`config.mk`:
```
export PLATFORM = sky130hd
export DESIGN_NAME = tile_update_ctrl
export DESIGN_NICKNAME = d
export VERILOG_FILES = /design/src/rtl/tetris_vga_pkg.sv /design/src/rtl/vblank_strobe.sv /design/src/rtl/tile_update_ctrl.sv
export SDC_FILE = /design/constraint.sdc
export NUM_CORES = 2
export LEC_CHECK = 0
export CORE_AREA = 2 2 701 703
export CTS_CLUSTER_SIZE = 16
export DETAILED_ROUTE_END_ITERATION = 16
export DIE_AREA = 0 0 703 705
export PLACE_DENSITY = 0.42
export SKIP_LAST_GASP = 1
export SYNTH_ARGS = -nofsm -noshare
export SYNTH_HDL_FRONTEND = slang
export SYNTH_HIERARCHICAL = 1
export SYNTH_SLANG_ARGS = --single-unit
```
`constraint.sdc`:
```
create_clock -name clk -period 79.2 [get_ports clk]
set_clock_uncertainty 0.05 [all_clocks]
set_input_delay 23.76 -clock clk [delete_from_list [all_inputs] [get_ports clk]]
set_output_delay 23.76 -clock clk [all_outputs]
set_load 0.03 [all_outputs]
```
`src/rtl/tetris_vga_pkg.sv`:
```
// Shared tile-store geometry and CPU address decode for the tetris VGA slice.
package tetris_vga_pkg;

  localparam int TILE_W      = 8;
  localparam int BOARD_COLS  = 10;
  localparam int BOARD_TILES = 200;
  localparam int NEXT_TILES  = 16;
  localparam int NEXT_BASE   = 200;
  localparam int STORE_TILES = BOARD_TILES + NEXT_TILES;

  typedef enum logic [1:0] {
    ADDR_BOARD,
    ADDR_NEXT,
    ADDR_INVALID
  } addr_kind_t;

  typedef enum logic {
    ST_IDLE,
    ST_FILL
  } fill_state_t;

  function automatic addr_kind_t decode_addr(input logic [7:0] addr);
    if (int'(addr) < BOARD_TILES) begin
      return ADDR_BOARD;
    end else if (int'(addr) < NEXT_BASE + NEXT_TILES) begin
      return ADDR_NEXT;
    end else begin
      return ADDR_INVALID;
    end
  endfunction

endpackage

```
`src/rtl/vblank_strobe.sv`:
```
// Single-cycle per-frame strobe at the start of the configured blanking line.
module vblank_strobe #(
  parameter int VBLANK_LINE = 480
) (
  input  logic [10:0] hcnt,
  input  logic [9:0]  vcnt,
  output logic        trigger
);

  assign trigger = (hcnt == 11'd0) && (vcnt == 10'(VBLANK_LINE));

endmodule

```
`src/rtl/tile_update_ctrl.sv`:
```
// Shadow tile store with CPU writes, a board-fill engine and a once-per-frame
// tear-free commit of the shadow into the displayed tile vectors.
module tile_update_ctrl
  import tetris_vga_pkg::*;
#(
  parameter int VBLANK_LINE = 480
) (
  input  logic                            clk,
  input  logic                            rst,
  input  logic [10:0]                     hcnt,
  input  logic [9:0]                      vcnt,
  input  logic                            wr_valid,
  input  logic [7:0]                      wr_addr,
  input  logic [7:0]                      wr_data,
  output logic                            wr_ready,
  output logic                            wr_err,
  input  logic                            fill_req,
  input  logic [7:0]                      fill_data,
  output logic                            fill_busy,
  input  logic                            commit_req,
  output logic                            commit_pending,
  output logic                            commit_done,
  output logic [TILE_W*BOARD_TILES-1:0]   tiles,
  output logic [TILE_W*NEXT_TILES-1:0]    next_tiles
);

  fill_state_t       state_reg, state_next;
  logic [7:0]        fill_cnt_reg, fill_cnt_next;
  logic [7:0]        fill_byte_reg, fill_byte_next;
  logic              fill_we;

  logic [TILE_W-1:0] shadow_reg [STORE_TILES];
  logic [TILE_W-1:0] disp_reg   [STORE_TILES];

  logic              commit_pending_reg;
  logic              commit_done_reg;
  logic              wr_err_reg;
  logic              trigger;
  logic              commit_fire;
  addr_kind_t        wr_kind;

  vblank_strobe #(
    .VBLANK_LINE(VBLANK_LINE)
  ) u_vblank_strobe (
    .hcnt    (hcnt),
    .vcnt    (vcnt),
    .trigger (trigger)
  );

  assign fill_busy   = (state_reg == ST_FILL);
  assign commit_fire = trigger && commit_pending_reg && !fill_busy;
  assign wr_ready    = wr_valid && !fill_busy && !commit_fire;
  assign wr_kind     = decode_addr(wr_addr);

  always_comb begin
    state_next     = state_reg;
    fill_cnt_next  = fill_cnt_reg;
    fill_byte_next = fill_byte_reg;
    fill_we        = 1'b0;
    case (state_reg)
      ST_IDLE: begin
        if (fill_req) begin
          state_next     = ST_FILL;
          fill_cnt_next  = 8'd0;
          fill_byte_next = fill_data;
        end
      end
      ST_FILL: begin
        fill_we = 1'b1;
        if (fill_cnt_reg == 8'(BOARD_TILES - 1)) begin
          state_next = ST_IDLE;
        end else begin
          fill_cnt_next = fill_cnt_reg + 8'd1;
        end
      end
      default: state_next = ST_IDLE;
    endcase
  end

  always_ff @(posedge clk) begin
    if (rst) begin
      state_reg     <= ST_IDLE;
      fill_cnt_reg  <= 8'd0;
      fill_byte_reg <= 8'd0;
    end else begin
      state_reg     <= state_next;
      fill_cnt_reg  <= fill_cnt_next;
      fill_byte_reg <= fill_byte_next;
    end
  end

  // Fill and CPU writes are mutually exclusive by arbitration, so one port suffices.
  always_ff @(posedge clk) begin
    if (rst) begin
      for (int i = 0; i < STORE_TILES; i++) begin
        shadow_reg[i] <= '0;
      end
    end else if (fill_we) begin
      shadow_reg[fill_cnt_reg] <= fill_byte_reg;
    end else if (wr_ready && (wr_kind != ADDR_INVALID)) begin
      shadow_reg[wr_addr] <= wr_data;
    end
  end

  always_ff @(posedge clk) begin
    if (rst) begin
      for (int i = 0; i < STORE_TILES; i++) begin
        disp_reg[i] <= '0;
      end
    end else if (commit_fire) begin
      for (int i = 0; i < STORE_TILES; i++) begin
        disp_reg[i] <= shadow_reg[i];
      end
    end
  end

  // A request landing in the fire cycle wins, queueing a second commit.
  always_ff @(posedge clk) begin
    if (rst) begin
      commit_pending_reg <= 1'b0;
      commit_done_reg    <= 1'b0;
      wr_err_reg         <= 1'b0;
    end else begin
      if (commit_req) begin
        commit_pending_reg <= 1'b1;
      end else if (commit_fire) begin
        commit_pending_reg <= 1'b0;
      end
      commit_done_reg <= commit_fire;
      wr_err_reg      <= wr_ready && (wr_kind == ADDR_INVALID);
    end
  end

  assign commit_pending = commit_pending_reg;
  assign commit_done    = commit_done_reg;
  assign wr_err         = wr_err_reg;

  generate
    for (genvar gi = 0; gi < BOARD_TILES; gi++) begin : g_board
      assign tiles[TILE_W*gi +: TILE_W] = disp_reg[gi];
    end
    for (genvar gi = 0; gi < NEXT_TILES; gi++) begin : g_next
      assign next_tiles[TILE_W*gi +: TILE_W] = disp_reg[NEXT_BASE + gi];
    end
  endgenerate

endmodule
```
==> reports/metrics.cfg <==
[power]
leakage_nw = 57.6
combPwrFrac = 0.073
power_mw = 4.22
sw_frac_of_total = 0.246
switching_power_mw = 1.04
pwr-share-clk = 0.422
vdd_drop_max_uv = 18.2
pwr_density_cell_nw_per_um2 = 24.6
p_seq_frac = 0.505
power.internal_mw = 3.18

[detailed_routing]
ant_nets = 0
via_count = 81300
drt-total-wl_um = 605000
vias_per_cell = 4.67
routedWlPerCell_um = 34.8
drt-pass1-iter-count = 6
drc_errors = 0
initialDrtViolationCount = 7962

[sta]
relSlewSlack = -0.0581
fin_crit_sh = 0.652
setup_viol = 0
fmax_ghz = 0.0194
whs_ns = 0.399
min_period_ns = 51.60
drv_slew = 15
tightest_slew_ns = 1.59
rsz0062_at_grt = false
tns_ns = 0
hold_viol = 0
fin_ws_ns = 27.60

[cts]
h-tree-depth = 5
cts_setup_buffers = 0
cts_root_buf = clkbuf_16
cts_tree = built
clkLatencyLatePin_ns = 0.99
cts.sinks = 3476
cts_buffers = 389
clk_path_buf_depth = 4
clk_pin_slew_worst_paths_ns = 0.06
ctsHoldBuffers = 0
cts_resized = 0

[synth]
ys_top_cells_by_count = 3456 x edfxtp_1, 1404 x nor2_1, 1047 x and2_1, 707 x nor2b_1, 520 x nor3_1
yosysWarningCount = 6
synth_edf_count = 3456
yosysTopAreaCell = edfxtp_1
yosysMostFrequentCell = edfxtp_1
synth_area_per_cell_um2 = 15.2
ys_ff_latch = 3476
syn_nets = 8746
synth_area_um2 = 132000
syn-instance-count = 8695
synth_cell_type_count = 69
synth_flop_cell = edfxtp_1
yosysTopAreaCellShare = 0.787
seq_area_frac_synth = 0.790
ys_async_sr_fraction = 0
netlist_top_cells_area = edfxtp_1 79%, and2_1 5.0%, nor2_1 4.0%, nor2b_1 3.4%, nor3_1 2.0%

[critical_path]
worstPathMaxFanout = 11
arrival_ns = 27.79
worstPathRequired_ns = 55.39
cpMostUsedCell = clkdlybuf4s50_1
startpoint_type = primary input
worst_path_max_delay_cell = and2_1
crit_chain = clkdlybuf4s50_1 -> nor4_1 -> nand4_1 -> nor4_2 -> buf_4 -> and2_1 -> nor2_1 -> clkdlybuf4s50_1
critical_path_class = in -> out
path_buf_inv = 3
critPathLaunch = hcnt[2]
endpoint_kind = output port
crit_family = simple AND/OR/NAND/NOR gates
r2r-start = fill_busy
critical-path-max-stage-delay_ns = 0.74

[worst_hold_path]
hold_start = shadow_reg[92][6]
min_path_type = reg -> reg

[floorplanning]
rows = 257
die_height_um = 705
io_pins = 1783
die_area_um2 = 496000
initial_core_util = 0.270
die_w_um = 703
coreArea_um2 = 488000

[global_routing]
grt_pass1_vias = 80400
antenna_found_initial = 46
overflow = 0
grt_max_degree = 265
grt_pass1_wl_um = 780000
grt.total_usage = 0.237

[place]
port_buffers = 1782
dpl_worst_slack_ns = 27.45
dp_hpwl_um = 433000
placed_area_um2 = 159000
place.gp.congestion = 0.884

[finish]
layout-drive-gt1-share = 0.103
final_area_um2 = 171000
fillCellCount = 47200
final_nets = 10600
syn2layout_area_growth_pct = 30.0

[job]
max-cap-violations = 0

[status]
violations = slew limit
outcome = complete, but fails checks

==> power groups by stage <==
stage	clock network, mW	logic [mW]	registers, mW
CTS	1.82	0.311	2.13
global route	1.88	0.318	2.13
floorplan	0	0.0686	2.30
detailed placement	0	0.311	2.17
finish	1.78	0.308	2.13
global placement	0	0.309	2.17
==> path summary, 6_finish.rpt <==
check	endpoint	slack [ns]	depth (start not counted)
setup / recovery	wr_ready	27.60	8
hold / removal	disp_reg[0][742]	0.40	1
setup reg to reg	disp_reg[1][449]	72.67	8
hold reg to reg	disp_reg[0][742]	0.40	1
==> routing by layer <==
| layer | vias up | GRT usage | share of wire |
|---|---|---|---|
| li1 | 34800 | - | - |
| met1 | 42100 | 0.287 | 0.39 |
| met2 | 3400 | 0.397 | 0.48 |
| met3 | 940 | 0.0546 | 0.072 |
| met4 | 6 | 0.112 | 0.057 |
| met5 | - | 0 | 0.000068 |
==> final cells by class <==
class                           count  area [um2]  share of cell area
Antenna cell                       17        42.5            0.000248
Timing Repair Buffer             2130       20500               0.120
Inverter                            2        15.0           0.0000876
Multi-Input combinational cell   4586       26200               0.153
Sequential cell                  3476      104000               0.608
Tap cell                         6475        8100              0.0473
Clock buffer                      493       10100              0.0591
Clock inverter                    215        2210              0.0129
==> through the flow <==
| stage | util | std cells |
|---|---|---|
| final | 0.351 | 17400 |
| after global routing | 0.351 | 17400 |
| after CTS | 0.351 | 17400 |
| after detailed placement | 0.326 | 16700 |
| after global placement | 0.326 | 16700 |
| after floorplan | - | 8695 |
==> cell usage in the layout (no fill, tap or decap), types with 15 or more instances in the layout <==
| cell | count |
|---|---|
| a32oi_2 | 21 |
| clkbuf_16 | 389 |
| o21ai_0 | 43 |
| a21o_1 | 38 |
| bufinv_16 | 29 |
| clkinv_1 | 82 |
| mux2_4 | 32 |
| edfxtp_1 | 3456 |
| mux2_2 | 35 |
| a31oi_2 | 16 |
| o21ai_1 | 50 |
| nor3_1 | 519 |
| nor2_1 | 1390 |
| and2_1 | 1046 |
| clkinv_2 | 55 |
| clkdlybuf4s50_1 | 1779 |
| a32oi_1 | 52 |
| nand2_1 | 193 |
| buf_4 | 340 |
| a22oi_1 | 28 |
| mux2i_1 | 63 |
| dfxtp_1 | 19 |
| a21oi_1 | 83 |
| nor2b_1 | 698 |
| diode_2 | 17 |
| clkbuf_1 | 104 |
| nand2b_1 | 15 |
| mux2i_2 | 18 |
| nand3_1 | 18 |
==> logic make-up (layout without fill, tap and decap cells) <==
group,after synthesis,count (layout),synth area share
multiplexers,151,151,0.0128
buffers and inverters,633,2840,0.0192
flip-flops,3476,3476,0.790
adder cells (fa/ha/maj),1,1,0.0000949
other,0,17,0
AO/OA/AOI/OAI,460,460,0.0235
AND/OR/NAND/NOR,3974,3974,0.154
Note: power is estimated with default switching activity, not from simulation.
